===== src/rtl/mem_port_arbiter.sv =====
// Arbitrates the single unified memory port between the multicycle CPU and a DMA/debug loader.
// CPU has priority; a wait counter forces DMA service, and a burst counter limits how long DMA stalls the CPU.
module mem_port_arbiter #(
  parameter int unsigned AW       = 12,
  parameter int unsigned DW       = 16,
  parameter int unsigned MAX_WAIT = 4,
  parameter int unsigned BURST    = 4
) (
  input  logic          clk,
  input  logic          rst,
  input  logic          cpu_req,
  input  logic          cpu_we,
  input  logic [AW-1:0] cpu_addr,
  input  logic [DW-1:0] cpu_wdata,
  output logic [DW-1:0] cpu_rdata,
  output logic          cpu_stall,
  input  logic          dma_req,
  input  logic          dma_we,
  input  logic [AW-1:0] dma_addr,
  input  logic [DW-1:0] dma_wdata,
  output logic          dma_gnt,
  output logic [DW-1:0] dma_rdata,
  output logic          dma_rvalid,
  output logic [AW-1:0] mem_addr,
  output logic          mem_we,
  output logic [DW-1:0] mem_wdata,
  input  logic [DW-1:0] mem_rdata
);

  localparam int unsigned WW = $clog2(MAX_WAIT + 1);
  localparam int unsigned BW = $clog2(BURST + 1);
  localparam logic [WW-1:0] WAIT_MAX  = WW'(MAX_WAIT);
  localparam logic [BW-1:0] BURST_MAX = BW'(BURST);

  typedef enum logic {S_CPU, S_DMA} state_t;

  state_t        state;
  logic [WW-1:0] wait_cnt;
  logic [BW-1:0] burst_cnt;
  logic          cpu_gnt;

  // Grants are gated by rst so that no access reaches memory while reset is held.
  always_comb begin
    dma_gnt = 1'b0;
    cpu_gnt = 1'b0;
    if (!rst) begin
      if (state == S_CPU)
        dma_gnt = dma_req && (!cpu_req || (wait_cnt == WAIT_MAX));
      else
        dma_gnt = dma_req && (!cpu_req || (burst_cnt < BURST_MAX));
      cpu_gnt = cpu_req && !dma_gnt;
    end
  end

  always_comb begin
    if (dma_gnt) begin
      mem_addr  = dma_addr;
      mem_wdata = dma_wdata;
      mem_we    = dma_we;
    end else begin
      mem_addr  = cpu_addr;
      mem_wdata = cpu_wdata;
      mem_we    = cpu_gnt && cpu_we;
    end
  end

  assign cpu_stall = cpu_req && !cpu_gnt;
  assign cpu_rdata = mem_rdata;

  always_ff @(posedge clk or posedge rst) begin
    if (rst) begin
      state      <= S_CPU;
      wait_cnt   <= '0;
      burst_cnt  <= '0;
      dma_rvalid <= 1'b0;
      dma_rdata  <= '0;
    end else begin
      dma_rvalid <= dma_gnt && !dma_we;
      if (dma_gnt && !dma_we)
        dma_rdata <= mem_rdata;

      if (dma_gnt) begin
        state    <= S_DMA;
        wait_cnt <= '0;
        if (state == S_CPU)
          burst_cnt <= BW'(1);
        else if (burst_cnt != BURST_MAX)
          burst_cnt <= burst_cnt + 1'b1;
      end else begin
        // Leaving (or staying out of) a burst always restarts both counters,
        // except that a CPU-granted cycle with DMA pending ages the wait count.
        state     <= S_CPU;
        burst_cnt <= '0;
        if (state == S_CPU && dma_req && cpu_req && wait_cnt != WAIT_MAX)
          wait_cnt <= wait_cnt + 1'b1;
        else if (state == S_CPU && dma_req && cpu_req)
          wait_cnt <= WAIT_MAX;
        else
          wait_cnt <= '0;
      end
    end
  end

endmodule


===== config.mk =====
export PLATFORM = sky130hd
export DESIGN_NAME = mem_port_arbiter
export DESIGN_NICKNAME = d
export VERILOG_FILES = /design/src/rtl/mem_port_arbiter.sv
export SDC_FILE = /design/constraint.sdc
export NUM_CORES = 1
export LEC_CHECK = 0
export CAP_MARGIN = 20
export CELL_PAD_IN_SITES_DETAIL_PLACEMENT = 1
export CELL_PAD_IN_SITES_GLOBAL_PLACEMENT = 2
export CORE_AREA = 5 5 113 105
export DETAILED_ROUTE_END_ITERATION = 8
export DIE_AREA = 0 0 118 110
export PLACE_DENSITY_LB_ADDON = 0.1
export SYNTH_ARGS = -nofsm -noshare
export SYNTH_HDL_FRONTEND = slang
export SYNTH_SLANG_ARGS = --single-unit
export TNS_END_PERCENT = 100

===== constraint.sdc =====
create_clock -name clk -period 2.55 [get_ports clk]
set_input_delay 0.765 -clock clk [delete_from_list [all_inputs] [get_ports clk]]
set_output_delay 0.765 -clock clk [all_outputs]
set_load 0.1 [all_outputs]

==> results of run 1 <==
logic make-up (layout without fill, tap and decap cells):
group / after synthesis / count (layout)
compound gates: 8 / 8
xor+xnor: 1 / 1
fa+ha+maj: 4 / 4
buf+inv: 27 / 180
flops: 24 / 24
mux: 46 / 46
simple gates: 15 / 15
timing repair:
action | in CTS | in global routing
hold buffers | 0 | 0
buffers inserted | 10 | 6
resized for setup | 26 | 7
endpoints found under the hold margin | 0 | 0
setup endpoints to repair | 31 | 31
cloned | 3 | 0
pin swaps | 3 | 2
path summary, 6_finish.rpt:
check,endpoint,slack (ns),startpoint,cells after the start
setup / recovery,mem_addr[1],-0.26,rst,8
hold / removal,dma_rdata[10],0.49,dma_rdata[10],1
setup reg to reg,dma_rdata[9],0.49,wait_cnt[0],9
hold reg to reg,dma_rdata[10],0.49,dma_rdata[10],1
max in group asynchronous,dma_rdata[9],1.65,rst,4
min in group asynchronous,dma_rdata[7],0.65,rst,4
metal layers:
metal / global-route usage (%) / wire length [um] / share of wire [%]
met1: 12.77 / 2890 / 42
met2: 17.97 / 3579 / 51
met3: 3.571 / 468 / 6.7
met4: 1.229 / 19 / 0.27
met5: 0 / 0 / 0
synthesized netlist by cell type:
| master | n |
|---|---|
| mux2_2 | 43 |
| and2_1 | 2 |
| nand2b_4 | 1 |
| xnor2_1 | 1 |
| buf_6 | 1 |
| a21boi_0 | 1 |
| nand2_1 | 2 |
| nor2_1 | 1 |
| and3_1 | 2 |
| buf_2 | 1 |
| ha_1 | 4 |
| a311oi_4 | 1 |
| buf_4 | 18 |
| a31oi_2 | 1 |
| a31oi_1 | 1 |
| dfrtp_1 | 24 |
| nand3b_4 | 1 |
| inv_1 | 6 |
| o21ai_0 | 1 |
| nand3b_1 | 2 |
| nand2b_1 | 1 |
| mux2_1 | 2 |
| a21oi_1 | 2 |
| nand3_1 | 1 |
| nor3_1 | 1 |
| clkbuf_1 | 1 |
| nor2b_1 | 1 |
| mux2i_1 | 1 |
| o21a_1 | 1 |
metrics by stage:
stage | util [%] | total power [mW] | hold slack [ns] | std cells
5_1_grt | 38.02 | 2.539 | 0.5316 | 411
4_1_cts | 37.32 | 2.473 | 0.4962 | 406
3_5_place_dp | 34.51 | 1.969 | 0.4805 | 391
3_3_place_gp | 34.51 | 1.965 | 0.4750 | 391
6_report | 38.02 | 2.449 | 0.4894 | 411
2_1_floorplan | - | 1.477 | 0.5365 | 125
state kept, by name, summed over array words and instances, names as in the netlist:
name,cells
dma_rdata,16
wait_cnt,3
dma_rvalid,1
burst_cnt,3
state,1
report_power, final:
part	switching (mW)	internal (mW)
clock	0.148	0.312
combinational	0.995	0.517
sequential	0.0345	0.443
total	1.18	1.27
final cells by class:
type | instances | area, um2 | area share [%]
flip-flops and latches | 24 | 600.6 | 14.99
repair buffers | 170 | 2186 | 54.54
inverters | 6 | 26.28 | 0.6556
clock inverters | 1 | 30.03 | 0.7493
multi-input cells | 74 | 923.4 | 23.04
well taps | 133 | 166.4 | 4.152
clock buffers | 3 | 75.07 | 1.873
worst register-to-register path, cell delays in order (launching register included):
cell,delay [ns]
dfrtp_1,0.39
inv_2,0.08
ha_4,0.15
nand3b_4,0.09
buf_4,0.14
buf_6,0.11
buf_4,0.13
a311oi_4,0.30
buf_12,0.20
mux2_1,0.34
layout by cell type, fill, tap and decap left out, drive strengths merged:
cell type	count
buf	95
clkdlybuf4s50	74
mux2	45
dfrtp	24
inv	5
ha	4
clkbuf	3
nand3b	3
nand2b	2
a31oi	2
a21oi	2
and3	2
and2	2
nand2	2
a311oi	1
nor2b	1
nor2	1
o21a	1
o21ai	1
nor3	1
clkinvlp	1
nand3	1
mux2i	1
xnor2	1
a21boi	1
bufinv	1
clkdlybuf4s15	1
==> flow_metrics.py, run 1 <==
metrics = {
    "outcome": {
        "status": "finished with violations",
        "failed_checks": "negative setup slack",
    },
    "critical_path": {
        "critical_path_arrival_ns": 2.04,
        "crit_chain": "buf_6, nand2b_4, a31oi_4, buf_6, buf_12, buf_12, mux2_4, buf_12",
        "cp.required_ns": 1.79,
        "path_buf_inv": 5,
        "crit_type": "in2out",
        "slowest_delay_ns": 0.32,
        "crit_fanout": 5,
        "critPathCaptureType": "output port",
        "crit_path_start_kind": "input pin",
        "crit_top_cell": "buf_12",
        "crit_family": "buffers and inverters",
        "cp_slowest_cell": "mux2_4",
    },
    "hold_path": {
        "min_path_type": "reg2reg",
    },
    "synthesis": {
        "netlist_area_um2": 1536,
        "yosysWarnings": 0,
        "synth_xor_area_share_pct": 0.5700,
        "synth-adder-area-share_pct": 3.257,
        "synth_top_area_share_pct": 39.09,
        "ys_seq_elements": 24,
        "yosys.area_share.simple_pct": 7.003,
        "synthCells": 125,
        "ys_seq_area_share_pct": 39.09,
        "synth.distinct_cells": 29,
        "synth_fp_nets": 207,
        "synth_top_family_by_area": "multiplexers",
        "synth.avg_cell_area_um2": 12.29,
        "muxShareOfSynthArea_pct": 33.63,
        "yosysTopAreaCell": "dfrtp_1",
        "synth_compound_area_share_pct": 4.886,
        "synth.area.top_cells": "dfrtp_1 39%, mux2_2 32%, buf_4 8.8%",
    },
    "floorplan": {
        "dieArea_um2": 12980,
        "die_height_um": 110,
        "start_util_pct": 14.58,
        "num_rows": 36,
        "ios": 142,
        "floorplan.core_area_um2": 10540,
        "die_w_um": 118,
    },
    "route": {
        "ant_nets": 0,
        "num_vias": 1557,
        "post_drt_wl_per_cell_um": 16.93,
        "drt-total-wl_um": 6957,
        "drt-initial-drc-count": 25,
        "drc": 0,
        "vias_per_cell": 3.788,
        "first_pass_iters": 3,
    },
    "timing": {
        "worst_slack_ns": -0.2588,
        "final_hold_viol_count": 0,
        "rsz0062_at_grt": "yes",
        "worstMarginPinSlew_ns": 0.2953,
        "fin_crit_sh_pct": 110.2,
        "fin_skew_ns": 0.008255,
        "timing.fmax_ghz": 0.3560,
        "finalSetupTns_ns": -5.875,
        "setup_viol": 30,
        "finalMaxSlewViolations": 0,
        "post-route-min-period_ns": 2.809,
        "slew_headroom_pct": 80.47,
    },
    "cts": {
        "insertion_delay_ns": 0.26,
        "cts.sinks": 24,
        "clockBufferDepth": 2,
        "cts_tree": "yes",
        "clk_pin_slew_worst_paths_ns": 0.06,
        "numCtsBuffers": 3,
        "root_buffer": "clkbuf_16",
        "cts-htree-levels": 1,
    },
    "global_routing": {
        "grt_max_degree": 18,
        "grt-ovfl-total": 0,
        "grt_pass1_vias": 1725,
        "track_usage_pct": 10.30,
        "grt_antenna_before_repair": 0,
        "grt_first_pass_wirelength_um": 10480,
    },
    "layout": {
        "area_growth_pct": 160.8,
        "drive_above_1_share_pct": 55.76,
        "stdcell_area_um2": 4008,
        "num_antenna_cells": 0,
        "nets": 361,
        "n_fill_cell": 1116,
    },
    "placement": {
        "place_ws_ns": -0.5699,
        "port_buffers": 141,
        "place_area_um2": 3637,
        "gp_congestion": 0.7002,
        "place_hpwl_um": 5781,
    },
    "run": {
        "max_cap_violations": 0,
    },
    "power": {
        "leakage_nw": 1.749,
        "ir_drop_uv": 414.9,
        "p_per_area_nw_per_um2": 611.2,
    },
}
Note: power is estimated with default switching activity, not from simulation.
==> run 2: changes to the inputs <==
Settings changed: CORE_AREA 5 5 113 105 to 2 2 79 73, DIE_AREA 0 0 118 110 to 0 0 81 75, DONT_BUFFER_PORTS from default to 1.
==> flow_metrics.py, run 2 (synthesis results as in run 1) <==
metrics = {
    "outcome": {
        "status": "finished with violations",
        "failed_checks": "negative setup slack",
    },
    "critical_path": {
        "ff2ff_setup_slack_ns": 0.67,
        "cp_slowest_cell": "mux2_4",
        "r2r_start": "wait_cnt[0]",
        "crit_fanout": 5,
        "crit_path_start_kind": "register",
        "rr_worst_depth": 7,
        "r2r-end": "dma_rdata[8]",
        "cp.required_ns": 1.79,
        "slowest_delay_ns": 0.43,
        "critPathCaptureType": "output port",
        "crit_type": "reg2out",
        "crit_chain": "inv_2, ha_4, nand3b_4, a31oi_4, buf_6, clkbuf_16, mux2_4",
        "critical_path_arrival_ns": 1.95,
    },
    "route": {
        "drc": 0,
        "ant_nets": 0,
        "drt-total-wl_um": 4037,
        "first_pass_iters": 4,
        "num_vias": 999,
        "drt-initial-drc-count": 32,
        "post_drt_wl_per_cell_um": 20.08,
        "vias_per_cell": 4.970,
    },
    "layout": {
        "nets": 217,
        "largest_register_ffs": 16,
        "mostFrequentLayoutCells": "26 x mux2_4, 24 x dfrtp_1, 17 x mux2_2",
        "reg_top3": "dma_rdata: 16 flops, burst_cnt: 3 flops, wait_cnt: 3 flops",
        "area_growth_pct": 29.23,
        "final_common_cell": "mux2_4",
        "drive_above_1_share_pct": 62.69,
        "n_fill_cell": 543,
        "num_antenna_cells": 0,
        "largest-register": "dma_rdata",
    },
    "timing": {
        "worst_slack_ns": -0.1678,
        "setup_viol": 30,
        "fin_crit_sh_pct": 106.6,
        "fin_skew_ns": 0.004458,
        "finalSetupTns_ns": -4.381,
        "post-route-min-period_ns": 2.718,
        "slew_headroom_pct": 39.87,
        "final_hold_viol_count": 0,
        "finalMaxSlewViolations": 0,
        "worstMarginPinSlew_ns": 0.9020,
        "timing.fmax_ghz": 0.3679,
        "rsz0062_at_grt": "yes",
    },
    "power": {
        "ir_drop_uv": 401.8,
        "p_per_area_nw_per_um2": 844.6,
        "leakage_nw": 0.8801,
    },
    "run": {
        "max_cap_violations": 0,
    },
    "global_routing": {
        "grt_first_pass_wirelength_um": 5168,
        "grt-ovfl-total": 0,
        "grt_pass1_vias": 991,
        "track_usage_pct": 11.52,
        "grt_max_degree": 25,
        "grt_antenna_before_repair": 0,
    },
    "floorplan": {
        "floorplan.core_area_um2": 5192,
        "num_rows": 25,
        "die_w_um": 81,
        "start_util_pct": 29.59,
        "die_height_um": 75,
        "ios": 142,
        "dieArea_um2": 6075,
    },
    "cts": {
        "numCtsBuffers": 3,
        "clockBufferDepth": 2,
        "cts-htree-levels": 1,
        "root_buffer": "clkbuf_8",
        "cts_hold_buffers": 0,
        "insertion_delay_ns": 0.26,
        "clk_pin_slew_worst_paths_ns": 0.08,
        "cts_tree": "yes",
        "cts.sinks": 24,
    },
    "placement": {
        "place_ws_ns": -0.09052,
        "place_hpwl_um": 3176,
        "port_buffers": 0,
        "gp_congestion": 0.6435,
    },
    "hold_path": {
        "min_path_type": "in2async",
    },
}
## run 2: area by class of cell
class,count,area [um2],share of cell area [%]
repair buffers,26,315.3,15.88
flip-flops and latches,24,600.6,30.25
clock buffers,4,55.05,2.773
multi-input cells,74,904.6,45.56
inverters,6,26.28,1.323
well taps,67,83.83,4.222
## run 2: critical path: cells and delay by family (launching register included)
family / cells / cell delay, ns
muxes: 1 / 0.43
adders and majority gates: 1 / 0.15
AOI/OAI and AO/OA: 1 / 0.23
buffers and inverters: 3 / 0.40
and+or+nand+nor: 1 / 0.09
DFF: 1 / 0.39
## run 2: how the worst max path moves through the flow
| stage | from | end | cells after the start |
|---|---|---|---|
| CTS | wait_cnt[1] | mem_wdata[6] | 7 |
| detailed placement | rst | mem_wdata[6] | 4 |
| global placement | rst | mem_wdata[6] | 4 |
| floorplan | cpu_req | mem_we | 3 |
| global route | wait_cnt[0] | mem_addr[4] | 7 |
| finish | wait_cnt[0] | mem_wdata[3] | 7 |
## run 2: report_power, final
group	switching (mW)	total (mW)	internal (mW)
sequential	0.486	0.919	0.432
combinational	0.350	0.513	0.162
clock	0.108	0.246	0.137
total	0.945	1.68	0.732
## run 2: per-layer routing
metal	share of wire (%)	vias to the layer above	track usage (%)
met5	0	-	0
met4	0.59	0	3.013
met3	10	2	3.957
met2	58	74	23.78
met1	31	487	10.67
li1	-	436	-
## run 2: timing repair
item | CTS | global route
setup buffers | 4 | 6
endpoints found under the setup margin | 31 | 31
gates resized for setup | 7 | 7
pin swaps | 3 | 2
cloned | 1 | 1
## run 2: per-stage QoR
step / hold WS [ns] / utilization, % / total power [mW] / instance area, um2 / std cells
final: 0.4670 / 38.24 / 1.677 / 1986 / 201
after CTS: 0.4726 / 36.84 / 1.687 / 1913 / 195
after floorplan: 0.5365 / - / 1.477 / 1708 / 125
after detailed placement: 0.5744 / 34.29 / 1.421 / 1780 / 186
after global placement: 0.5500 / 34.29 / 1.412 / 1780 / 186
after global routing: 0.4817 / 38.24 / 1.744 / 1986 / 201
==> RTL edit 1 (settings of run 1) <==
The parameter `AW` goes from 12 to 11.
--- a/src/rtl/mem_port_arbiter.sv
+++ b/src/rtl/mem_port_arbiter.sv
@@ -3,3 +3,3 @@
 module mem_port_arbiter #(
-  parameter int unsigned AW       = 12,
+  parameter int unsigned AW       = 11,
   parameter int unsigned DW       = 16,
Ports: changed (resized cpu_addr, dma_addr and mem_addr); port bits go from 142 to 139. The function was not compared with the original's and may differ.
==> RTL edit 1 against run 1 <==
  * The run still ends with negative setup slack left
  * Worst setup slack worse by 0.012 ns
  * Total power is 2.4% lower
  * Design area is 4.7% lower
  * Critical path depth is 2 lower
  * Wire length is 7.4% lower
  * Register-to-register slack better by 0.04 ns
  * Die area stayed put
  * Sequential cell count stayed put
  * Clock skew is 0.00064 ns lower
  * Synthesized area is 2.6% lower
  * Hold slack worse by 0.0041 ns
  * Largest power group unchanged
==> RTL edit 1: results <==
set metrics [dict create \
    outcome "complete, but fails checks" \
    violations "negative setup slack" \
    drive_above_1_share_pct 50.6 \
    first_pass_iters 4 \
    synth.top_cells.by_count "35 x mux2_2, 24 x dfrtp_1, 16 x buf_4" \
    r2r_slack_ns 0.53 \
    r2r-end "dma_rdata[4]" \
    clkLatencyLatePin_ns 0.26 \
    clockBufferDepth 2 \
    drt-total-wl_mm 6.44 \
    hold_start "dma_rdata[0]" \
    ys_types 26 \
    place_area_mm2 0.00360 \
    crit_family "buffers and inverters" \
    arrival_ns 2.06 \
    synth.area.top_cells "dfrtp_1 40%, mux2_2 26%, buf_4 8.0%" \
    largestRegisters "dma_rdata: 16 flops, burst_cnt: 3 flops, wait_cnt: 3 flops" \
    max-vdd-ir-drop_mv 0.289 \
    worstPathMaxFanout 6 \
    vias_per_cell 3.72 \
    synth_nets 203 \
    skew_ns 0.00762 \
    fillers 1135 \
    setup_slack_ns -0.270 \
    io_buffers 138 \
    setup_viol 29 \
    grt_usage_pct 9.43 \
    drt-initial-drc-count 16 \
    cts_made_buffers 3 \
    ys_seq_area_share_pct 40.1 \
    p_leak_nw 1.68 \
    ff2ff_path_depth 8 \
    grt_pass1_vias 1612 \
    place.gp.congestion 0.660 \
    hpwl_mm 5.56 \
    hold_end "dma_rdata[0]" \
    use_met2_pct 18.1 \
    cellInternalPower_mw 1.24 \
    grt_pass1_wl_mm 9.54 \
    use_met1_pct 10.3 \
    relSlewSlack_pct 81.0 \
    cp-startpoint "cpu_req" \
    nets 352 \
    met3_usage_pct 3.11 \
]
-- RTL edit 1: worst max-delay path by stage --
stage               endpoint  slack [ns]  cells after the start
3_3_place_gp    mem_wdata[4]       -0.54                      6
2_1_floorplan         mem_we       -0.13                      5
6_report       mem_wdata[13]       -0.27                      6
3_5_place_dp     mem_addr[2]       -0.55                      6
4_1_cts          mem_addr[2]       -0.31                      8
5_1_grt          mem_addr[9]       -0.34                      8
-- RTL edit 1: timing repair --
| action | in CTS | in global routing |
|---|---|---|
| resized for setup | 24 | 4 |
| hold buffers | 0 | 0 |
| gates cloned | 1 | 0 |
| pin swaps | 3 | 4 |
| endpoints found under the setup margin | 30 | 30 |
| buffers inserted | 8 | 4 |
-- RTL edit 1: worst reg2reg max path, stage by stage, from the launching register on --
cell and delay, ns:
dfrtp_1 0.40, inv_2 0.08, ha_4 0.13, nand3b_1 0.15, buf_4 0.18, buf_4 0.13
a311oi_4 0.29, buf_12 0.20, mux2_2 0.35
-- RTL edit 1: cell families (layout without fill, tap and decap cells) --
group / count (synthesis) / count (layout) / share of synthesized area (%)
muxes: 45 / 45 / 33.8
DFF: 24 / 24 / 40.1
adders and majority gates: 4 / 4 / 3.34
and+or+nand+nor: 15 / 15 / 5.85
xor gates and xnor gates: 1 / 1 / 0.585
AOI/OAI and AO/OA: 8 / 8 / 5.02
buffers and inverters: 26 / 174 / 11.3
-- RTL edit 1: area by class of cell --
cell class | count | area (um2) | share of cell area (%)
Clock buffer | 3 | 75.1 | 1.97
Clock inverter | 1 | 30.0 | 0.786
Tap cell | 133 | 166 | 4.36
Sequential cell | 24 | 601 | 15.7
Timing Repair Buffer | 164 | 2040 | 53.5
Multi-Input combinational cell | 73 | 877 | 23.0
Inverter | 6 | 26.3 | 0.688
-- RTL edit 1: stage by stage --
stage	power [mW]	utilization, %	worst slack, ns	std cells	setup TNS (ns)
4_1_cts	2.43	36.5	-0.310	404	-8.65
6_report	2.39	36.2	-0.270	404	-6.24
3_3_place_gp	1.94	34.1	-0.536	391	-14.75
2_1_floorplan	1.45	-	-0.131	123	-0.830
5_1_grt	2.48	36.2	-0.341	404	-8.28
3_5_place_dp	1.94	34.1	-0.555	391	-15.17
-- RTL edit 1: power by group through the flow --
| stage | clock network [mW] | logic [mW] | registers [mW] |
|---|---|---|---|
| after global routing | 0.494 | 1.51 | 0.480 |
| after floorplan | 0 | 0.533 | 0.919 |
| final | 0.453 | 1.46 | 0.473 |
| after detailed placement | 0 | 1.46 | 0.482 |
| after CTS | 0.474 | 1.48 | 0.474 |
| after global placement | 0 | 1.46 | 0.480 |
-- RTL edit 1: layer usage --
layer	vias to the layer above	wire, um	share of wire (%)
met4	0	83	1.3
li1	706	-	-
met2	56	3630	56
met5	-	0	0
met1	733	2340	36
met3	6	381	5.9
==> RTL edit 2 (flow settings as in run 1) <==
Made on the original files. Reset style: synchronous (`rst`), changed in one clocked block.
--- a/src/rtl/mem_port_arbiter.sv
+++ b/src/rtl/mem_port_arbiter.sv
@@ -69,3 +69,3 @@
 
-  always_ff @(posedge clk or posedge rst) begin
+  always_ff @(posedge clk) begin
     if (rst) begin
Formal check against the unedited RTL: differs if rst is asserted again (counterexample within 4 cycles, from zero or initial values and one cycle with rst high); with rst held inactive, the same outputs for 10 cycles.
==> RTL edit 2 against run 1 <==
  * Count of clock-buffer cells in the layout did not move
  * Synthesized area increased by 8.2%
  * Wire length is 6.7% higher
  * Design area grew 1.2%
  * Total power fell by 28%
  * Global-route usage up 0.61 points
  * Sequential share of layout area shrank 3.1 points
  * Sequential cell count unchanged
  * Hold slack lost 0.013 ns
  * Fmax down 0.61%
  * Critical path depth up 1
  * Register-to-register slack improved by 0.25 ns
  * Worst setup slack worse by 0.017 ns
  * Highest routed layer unchanged
  * Critical path type is now reg2out
  * First-iteration DRC count increased by 56%
  * The flow still finishes with violations (negative setup slack)
==> RTL edit 2: results <==
set metrics [dict create \
    grt_max_degree 38 \
    hold_end "dma_rdata[6]" \
    r2r-end "dma_rdata[0]" \
    drt-initial-drc-count 39 \
    nets 393 \
    grt_usage_pct 10.9 \
    slowest_stage "dfxtp_2" \
    comb_cell_power_mw 1.02 \
    max-vdd-ir-drop_mv 0.238 \
    crit_path_max_incr_delay_ns 0.32 \
    synth_nets 242 \
    drt-total-wl_mm 7.43 \
    use_met1_pct 13.2 \
    use_met2_pct 18.5 \
    relSlewSlack_pct 80.7 \
    avgSynthCellArea_um2 10.4 \
    clkLatencyLatePin_ns 0.26 \
    setup_slack_ns -0.276 \
    synth.area.top_cells "dfxtp_1 29%, mux2_2 18%, nand2b_1 12%" \
    r2r-start "wait_cnt[0]" \
    clockBufferDepth 2 \
    place_inst 422 \
    power_frac_seq_pct 22.5 \
    vias 1707 \
    ys_types 30 \
    grt_pass1_vias 1828 \
    place.gp.congestion 0.683 \
    cts_made_buffers 3 \
    hold_start "dma_rdata[6]" \
    outcome "complete, but fails checks" \
    timing.hold.ws_ns 0.476 \
    crit_family "buffers and inverters" \
    hpwl_mm 6.04 \
    first_pass_iters 2 \
    met3_usage_pct 3.93 \
    cts-root-buf "clkbuf_16" \
    r2r_slack_ns 0.74 \
    drive_above_1_share_pct 46.0 \
    hold_depth 2 \
    hold_path_class "reg2reg" \
    async_flop_share_pct 0 \
    setup_viol 30 \
    cellInternalPower_mw 1.03 \
    synth.top_cells.by_count "33 x nand2b_1, 27 x mux2_2, 24 x dfxtp_1" \
    yosysWarnings 0 \
    vias_per_cell 3.86 \
    arrival_ns 2.06 \
    skew_ns 0.00262 \
    p_leak_nw 1.68 \
    ys_seq_area_share_pct 28.9 \
    antenna_cells 0 \
    violations "negative setup slack" \
    largestRegisters "dma_rdata: 16 flops, burst_cnt: 3 flops, wait_cnt: 3 flops" \
    grt_pass1_wl_mm 11.0 \
    worstPathMaxFanout 4 \
]
## RTL edit 2: layer usage
layer	share of wire (%)	up-vias	wire (um)
met5	0	-	0
met4	1.6	0	121
met3	8.4	8	623
met2	49	95	3620
met1	41	778	3060
li1	-	826	-
## RTL edit 2: repair_timing
item / in CTS / in global routing
buffers inserted: 9 / 7
pin swaps: 3 / 1
gates cloned: 3 / 1
setup endpoints to repair: 31 / 29
gates resized for setup: 31 / 6
## RTL edit 2: layout make-up
cell class	instances	area, um2
Multi-Input combinational cell	105	1110
Clock buffer	3	75.1
Sequential cell	24	483
Inverter	6	22.5
Tap cell	133	166
Timing Repair Buffer	171	2190
Fill cell	1138	6490
## RTL edit 2: how the worst max path moves through the flow
stage | start | endpoint | slack [ns]
finish | wait_cnt[0] | mem_addr[0] | -0.28
global route | wait_cnt[0] | mem_wdata[11] | -0.34
CTS | wait_cnt[0] | mem_wdata[11] | -0.28
detailed placement | dma_req | mem_addr[8] | -0.63
global placement | dma_req | mem_wdata[4] | -0.61
floorplan | cpu_req | mem_addr[5] | -0.19
## RTL edit 2: per-stage QoR
stage	worst slack (ns)	TNS (ns)	total power, mW	cell area (um2)
4_1_cts	-0.282	-7.19	1.79	4000
3_3_place_gp	-0.615	-17.11	1.39	3700
3_5_place_dp	-0.627	-17.46	1.40	3700
6_report	-0.276	-6.67	1.76	4050
5_1_grt	-0.344	-8.88	1.83	4050
2_1_floorplan	-0.190	-4.55	1.01	1790
## RTL edit 2: cells by family after synthesis
family,synth area share [%]
compound gates,6.25
xor+xnor,0.527
fa+ha+maj,3.01
buf+inv,12.9
flops,28.9
mux,29.9
simple gates,18.5
